$ cat src/rtl/eth_phy_10g_tx_gearbox_if.sv
// Upstream block stream and SERDES-side word stream of the 10G TX gearbox.
interface eth_phy_10g_tx_gearbox_if #(
  parameter int HDR_WIDTH  = 2,
  parameter int DATA_WIDTH = 64
);
  logic [HDR_WIDTH-1:0]  i_tx_hdr;
  logic [DATA_WIDTH-1:0] i_tx_data;
  logic                  i_tx_valid;
  logic                  o_tx_ready;
  logic [DATA_WIDTH-1:0] o_serdes_tx_data;
  logic                  o_underflow;
  logic [5:0]            o_seq;

  modport master (
    output i_tx_hdr, i_tx_data, i_tx_valid,
    input  o_tx_ready, o_serdes_tx_data, o_underflow, o_seq
  );
  modport slave (
    input  i_tx_hdr, i_tx_data, i_tx_valid,
    output o_tx_ready, o_serdes_tx_data, o_underflow, o_seq
  );
endinterface

$ cat src/rtl/eth_phy_10g_tx_gearbox.sv
// 66:64 TX gearbox: packs {data,hdr} blocks into a continuous 64-bit word stream,
// pausing upstream once every 33 cycles to absorb the 2 extra header bits per block.
module eth_phy_10g_tx_gearbox #(
  parameter int HDR_WIDTH   = 2,
  parameter int DATA_WIDTH  = 64,
  parameter int IDLE_INSERT = 1
) (
  input  logic                      clk,
  input  logic                      rst,
  eth_phy_10g_tx_gearbox_if.slave   tx
);
  localparam int BLK_W = HDR_WIDTH + DATA_WIDTH;
  localparam int BUF_W = 2 * DATA_WIDTH;
  localparam logic [5:0] PAUSE_SEQ = 6'd32;
  localparam logic [BLK_W-1:0] IDLE_BLK = {{(DATA_WIDTH-8){1'b0}}, 8'h1E, 2'b01};

  logic [5:0]            seq_q, seq_d;
  logic [BUF_W-1:0]      buf_q, buf_d;
  logic [6:0]            cnt_q, cnt_d;
  logic [DATA_WIDTH-1:0] data_q, data_d;
  logic                  uf_q, uf_d;

  logic [BLK_W-1:0]      blk_eff;
  logic [BUF_W-1:0]      tmp;
  logic                  ins_idle;

  assign ins_idle = !tx.i_tx_valid && (IDLE_INSERT != 0);
  assign blk_eff  = ins_idle ? IDLE_BLK : {tx.i_tx_data, tx.i_tx_hdr};
  assign tmp      = buf_q | ({{(BUF_W-BLK_W){1'b0}}, blk_eff} << cnt_q);

  always_comb begin
    seq_d  = seq_q;
    buf_d  = buf_q;
    cnt_d  = cnt_q;
    data_d = data_q;
    uf_d   = 1'b0;
    if (seq_q == PAUSE_SEQ) begin
      // residue holds exactly one full word here; flush it and restart
      data_d = buf_q[DATA_WIDTH-1:0];
      buf_d  = '0;
      cnt_d  = '0;
      seq_d  = '0;
    end else begin
      data_d = tmp[DATA_WIDTH-1:0];
      buf_d  = tmp >> DATA_WIDTH;
      cnt_d  = cnt_q + 7'd2;
      seq_d  = seq_q + 6'd1;
      uf_d   = ins_idle;
    end
  end

  always_ff @(posedge clk) begin
    if (rst) begin
      seq_q  <= '0;
      buf_q  <= '0;
      cnt_q  <= '0;
      data_q <= '0;
      uf_q   <= 1'b0;
    end else begin
      seq_q  <= seq_d;
      buf_q  <= buf_d;
      cnt_q  <= cnt_d;
      data_q <= data_d;
      uf_q   <= uf_d;
    end
  end

  assign tx.o_tx_ready       = !rst && (seq_q != PAUSE_SEQ);
  assign tx.o_serdes_tx_data = data_q;
  assign tx.o_underflow      = uf_q;
  assign tx.o_seq            = seq_q;
endmodule
$ cat src/flat_wrapper.sv
// flat-port wrapper written by rule: the top's interface ports become plain ports
module eth_phy_10g_tx_gearbox_flat 
#(
  parameter int HDR_WIDTH   = 2,
  parameter int DATA_WIDTH  = 64,
  parameter int IDLE_INSERT = 1
)
  (clk, rst, tx_i_tx_hdr, tx_i_tx_data, tx_i_tx_valid, tx_o_tx_ready, tx_o_serdes_tx_data, tx_o_underflow, tx_o_seq);
  eth_phy_10g_tx_gearbox_if #(.HDR_WIDTH(HDR_WIDTH), .DATA_WIDTH(DATA_WIDTH)) tx_i ();
  input  logic clk;
  input  logic rst;
  input wire logic [$bits(tx_i.i_tx_hdr)-1:0] tx_i_tx_hdr;
  input wire logic [$bits(tx_i.i_tx_data)-1:0] tx_i_tx_data;
  input wire logic [$bits(tx_i.i_tx_valid)-1:0] tx_i_tx_valid;
  output wire logic [$bits(tx_i.o_tx_ready)-1:0] tx_o_tx_ready;
  output wire logic [$bits(tx_i.o_serdes_tx_data)-1:0] tx_o_serdes_tx_data;
  output wire logic [$bits(tx_i.o_underflow)-1:0] tx_o_underflow;
  output wire logic [$bits(tx_i.o_seq)-1:0] tx_o_seq;
  assign tx_i.i_tx_hdr = tx_i_tx_hdr;
  assign tx_i.i_tx_data = tx_i_tx_data;
  assign tx_i.i_tx_valid = tx_i_tx_valid;
  assign tx_o_tx_ready = tx_i.o_tx_ready;
  assign tx_o_serdes_tx_data = tx_i.o_serdes_tx_data;
  assign tx_o_underflow = tx_i.o_underflow;
  assign tx_o_seq = tx_i.o_seq;
  eth_phy_10g_tx_gearbox #(.HDR_WIDTH(HDR_WIDTH), .DATA_WIDTH(DATA_WIDTH), .IDLE_INSERT(IDLE_INSERT)) u_core (.clk(clk), .rst(rst), .tx(tx_i));
endmodule
$ cat config.mk
export PLATFORM = sky130hd
export DESIGN_NAME = eth_phy_10g_tx_gearbox_flat
export DESIGN_NICKNAME = d
export VERILOG_FILES = /design/src/rtl/eth_phy_10g_tx_gearbox_if.sv /design/src/rtl/eth_phy_10g_tx_gearbox.sv /design/src/flat_wrapper.sv
export SDC_FILE = /design/constraint.sdc
export NUM_CORES = 1
export LEC_CHECK = 0
export CORE_MARGIN = 3
export CORE_UTILIZATION = 40
export DETAILED_ROUTE_END_ITERATION = 16
export HOLD_SLACK_MARGIN = 0.06
export REMOVE_ABC_BUFFERS = 1
export SYNTH_ARGS = -nofsm -noshare
export SYNTH_HDL_FRONTEND = slang
export SYNTH_SLANG_ARGS = --single-unit
$ cat constraint.sdc
create_clock -name clk -period 2.46 [get_ports clk]
set_input_delay 0.246 -clock clk [delete_from_list [all_inputs] [get_ports clk]]
set_output_delay 0.246 -clock clk [all_outputs]
set_load 0.02 [all_outputs]
# [Yosys cells after proc, flatten, opt, wreduce, memory -nomap -nowiden]
# Index checks and enable logic that the tools add are counted.
[op_classes] addsub=2 n_eq_ne=2 shifts=1 n_mux=2 bitwise=1 reduce_logical=4
[ops] op="$or 128x128->128" n=1
[ops] op="$shl 66x7->128" n=1
[ops] op="$mux 66" n=1
[ops] op="$mux 64" n=1
[ops] op="$add 7x2->7 const B" n=1
[ops] op="$add 6x1->6 const B" n=1
[ops] op="$eq 6x6->1 const B" n=1
[ops] op="$ne 6x6->1 const B" n=1
[ops] op="$logic_not 1->1" n=2
[ops] op="$reduce_or 2->1" n=1
[ops] op="$logic_and 1x1->1" n=1
[word_totals] register_bits=206 input_bits=69 wordCells=18

# [Longest topological paths before layout]
[logic_depth] word_depth=4 ltp_mapped=11

# [Worst setup path after synthesis]
# Ideal clock, no wire load.
[synth_timing] path_type="register to register" startpoint="register u_core.seq_q[0] (netlist: u_core.tx.o_seq[0])" endpoint="register u_core.buf_q[46]" arrival_time_ns=2.205 required_ns=2.381 slack_ns=0.176 path_stages_with_launch=12 n_path_buf=2 cell_sequence="dfxtp_1 > inv_1 > ha_1 > and2_1 > or2_1 > clkbuf_1 > inv_2 > nand2_2 > nor2_1 > buf_2 > a31oi_1 > o211ai_1"
[synth_via] elab_chain_len=2
[synth_lines] element="start, declared" line="eth_phy_10g_tx_gearbox.sv:17" source="logic [5:0] seq_q, seq_d;"
[synth_lines] element="start signal, assigned" line="eth_phy_10g_tx_gearbox.sv:60" source="seq_q <= seq_d;"
[synth_lines] element="$eq 6x6->1" line="eth_phy_10g_tx_gearbox.sv:37" source="if (seq_q == PAUSE_SEQ) begin"
[synth_lines] element="$reduce_or 2->1 (no line)"
[synth_lines] element="end signal, assigned" line="eth_phy_10g_tx_gearbox.sv:61" source="buf_q <= buf_d;"
[synth_lines] element="end, declared" line="eth_phy_10g_tx_gearbox.sv:18" source="logic [BUF_W-1:0] buf_q, buf_d;"
# Every way passes these cells.
# A chain may end at the register's enable or synchronous reset.

# [Final worst setup path]
[layout_timing] startpoint="register u_core.cnt_q[1]" endpoint="register u_core.buf_q[34]"
[layout_via] elab_chain_len=2
[layout_lines] element="start, declared" line="eth_phy_10g_tx_gearbox.sv:19" source="logic [6:0] cnt_q, cnt_d;"
[layout_lines] element="start signal, assigned" line="eth_phy_10g_tx_gearbox.sv:62" source="cnt_q <= cnt_d;"
[layout_lines] element="$shl 66x7->128" line="eth_phy_10g_tx_gearbox.sv:29" source="assign tmp = buf_q | ({{(BUF_W-BLK_W){1'b0}}, blk_eff} << cnt_q);"
[layout_lines] element="$or 128x128->128" line="eth_phy_10g_tx_gearbox.sv:29"
# Every way passes these cells.

==> results.sh <==
export IMPL_dr_pass1_iters=8
export IMPL_crit_type="reg -> reg"
export IMPL_synth_top_area_share_pct=29.1
export IMPL_max_slew_margin_rel_pct=43.3
export IMPL_clkTransAtPathRegs_ns=0.07
export IMPL_synth_top_cell_by_area="dfxtp_1"
export IMPL_grt_overflow=0
export IMPL_globalplace_congestion=1.01
export IMPL_ys_types=72
export IMPL_synth_warnings=0
export IMPL_top_layer_used="met4"
export IMPL_dr_wl_met2_mm=20.3
export IMPL_utilization_pct=57.0
export IMPL_clock_latency_ns=0.44
export IMPL_grt_use_total_pct=35.9
export IMPL_grt_pass1_vias=10800
export IMPL_synth_common_cells="145 x nor2_1, 141 x dfxtp_1, 107 x mux2i_1"
export IMPL_ys_seq_area_share_pct=29.1
export IMPL_io_pins=141
export IMPL_slowest_stage="dfxtp_4"
export IMPL_dp_hpwl_mm=36.9
export IMPL_hp_class="in -> reg"
export IMPL_rsz0062_at_grt="true"
export IMPL_cp_num_buf_inv=1
export IMPL_route_met3_wl_mm=5.63
export IMPL_die_h_um=162
export IMPL_die_area_sq_um=26200
export IMPL_wl_met1_mm=20.6
export IMPL_max_stage_delay_ns=0.47
export IMPL_slew_viol_final=0
export IMPL_syn_avg_cell_area_sq_um=8.04
export IMPL_cp_end_kind="flip-flop"
export IMPL_cts_root_buf="clkbuf_16"
export IMPL_dp_cells=1764
export IMPL_cp_max_fo=26
export IMPL_synth_edff_count=0
export IMPL_start_kind="flip-flop"
export IMPL_ant_nets=0
export IMPL_power_density_nw_per_um2=582
export IMPL_hold_viol_final=0
export IMPL_finClkSkew_ns=0.0146
export IMPL_max_slew_worst_pin_slew_ns=0.847
export IMPL_synth_most_common_cell="nor2_1"
export IMPL_die_x_um=162
export IMPL_period_minus_slack_ns=2.45
export IMPL_setup_viol_count_final=0
export IMPL_areaGrowthSynthToFinish_pct=38.9
export IMPL_stdcell_count=1802
export IMPL_p_leak_nw=5.22
export IMPL_grt_pass1_wl_mm=70.7
export IMPL_wl_per_cell_um=26.9
export IMPL_crit_arrival_ns=2.77
export IMPL_ys_seq_elements=141
export IMPL_drive_gt1_share_pct=21.8
export IMPL_initial_core_util_pct=41.0
export IMPL_min_period_over_period_pct=99.4
export IMPL_synth_area_top_cells="dfxtp_1 29%, mux2i_1 11%, nor2_1 5.6%, o22ai_1 4.5%, a21oi_1 4.4%"
export IMPL_setup_ws_ns=0.0147
export IMPL_nets=1542
export IMPL_cts_sinks=141
export IMPL_fp_coreArea_sq_um=23700
export IMPL_cp_top_family="simple AND/OR/NAND/NOR gates"
export IMPL_htreeDepth=4
export IMPL_clock_fmax_mhz=409
export IMPL_ir_worst_vdd_mv=0.464
export IMPL_port_buffers=140
export IMPL_tns_ns=0
export IMPL_antenna_found_initial=0
export IMPL_cts_buffers=17
export IMPL_pre_cts_ws_ns=-0.0758
export IMPL_cts_tree="done"
export IMPL_wirelength_mm=48.4
export IMPL_num_antenna_cells=0
export IMPL_fin_hold_ws_ns=0.421
export IMPL_crit_required_ns=2.78
export IMPL_outcome="finished clean"
export IMPL_vias=11600
export IMPL_max_cap_violations=0
export IMPL_synth_area_sq_um=9710
export IMPL_grt_max_degree=45
export IMPL_drt_iter0_markers=1632
export IMPL_async_reset_ff_share_pct=0
export IMPL_ys_flop_type="dfxtp_1"
export IMPL_cp_cell_sequence="buf_12 -> and2b_1 -> a2bb2oi_1 -> nor2_1 -> mux2_2 -> and2_1 -> a211o_1"
export IMPL_rows=56
export IMPL_viasPerCell=6.42
export IMPL_drc=0
export IMPL_clockBufferDepth=2
export IMPL_synthCells=1209
-- cells in the final DEF, fill, tap and decap left out, types with 27 or more instances in the layout --
| cell type | netlist | layout |
|---|---|---|
| a21oi_1 | 86 | 86 |
| o22ai_1 | 70 | 68 |
| nor2_1 | 145 | 141 |
| dfxtp_1 | 141 | 137 |
| nor3_1 | 34 | 34 |
| mux2i_1 | 107 | 104 |
| buf_4 | 13 | 195 |
| o21ai_0 | 49 | 46 |
| clkdlybuf4s50_1 | 0 | 138 |
| nand2_1 | 90 | 90 |
| nand3_1 | 28 | 28 |
| mux2_2 | 27 | 27 |
-- flip-flops by register name (all words and copies together) (netlist names) --
signal                      count
u_core.buf_q                   64
u_core.cnt_q                    6
u_core.tx.o_underflow           1
u_core.tx.o_serdes_tx_data     64
u_core.tx.o_seq                 6
-- cell families (layout without fill, tap and decap cells) --
logic type,after synthesis,count (layout),share of synthesized area [%]
and+or+nand+nor,379,379,18.0
muxes,149,149,17.6
AOI/OAI and AO/OA,402,402,28.4
xor gates and xnor gates,8,8,0.721
buffers and inverters,127,401,5.86
DFF,141,141,29.1
adders and majority gates,3,3,0.386
-- power breakdown --
group	internal [mW]	switching, mW
clock	1.56	1.16
combinational	1.16	1.52
sequential	2.40	0.0581
-- worst paths after layout --
kind | from | cells past startpoint | slack (ns) | end
setup reg to reg | u_core.cnt_q[1]$_SDFF_PN0_ | 7 | 0.01 | u_core.buf_q[34]$_SDFF_PN0_
hold reg to reg | u_core.buf_q[20]$_SDFF_PN0_ | 1 | 0.42 | u_core.tx.o_serdes_tx_data[20]$_SDFF_PP0_
setup / recovery | u_core.cnt_q[1]$_SDFF_PN0_ | 7 | 0.01 | u_core.buf_q[34]$_SDFF_PN0_
hold / removal | rst | 2 | 0.42 | u_core.tx.o_seq[4]$_SDFF_PN0_
-- repair_timing --
action / 4_1_cts / 5_1_grt
setup endpoints to repair: 10 / 42
hold buffers: 0 / 0
setup buffers: 4 / 2
gates cloned: 0 / 0
pin swaps: 0 / 2
resized for setup: 5 / 28
endpoints found under the hold margin: 0 / 0
-- final cells by class --
class | instances | area (sq um)
timing repair buffer | 349 | 3130
inverter | 20 | 77.6
fill | 2278 | 10200
sequential | 141 | 2840
clock inverter | 14 | 169
tap | 319 | 399
multi-input combinational | 941 | 6440
clock buffer | 18 | 439
-- routing by layer --
| metal | vias up | track usage (%) |
|---|---|---|
| li1 | 5102 | - |
| met5 | - | 0 |
| met3 | 130 | 9.08 |
| met4 | 0 | 14.4 |
| met1 | 5516 | 50.4 |
| met2 | 818 | 52.5 |
-- through the flow --
step	power [mW]	cell area (sq um)
3_3_place_gp	5.05	12700
6_report	7.85	13500
2_1_floorplan	3.74	9220
4_1_cts	7.73	13400
3_5_place_dp	5.05	12700
5_1_grt	8.09	13500
(Power assumes the default switching activity.)
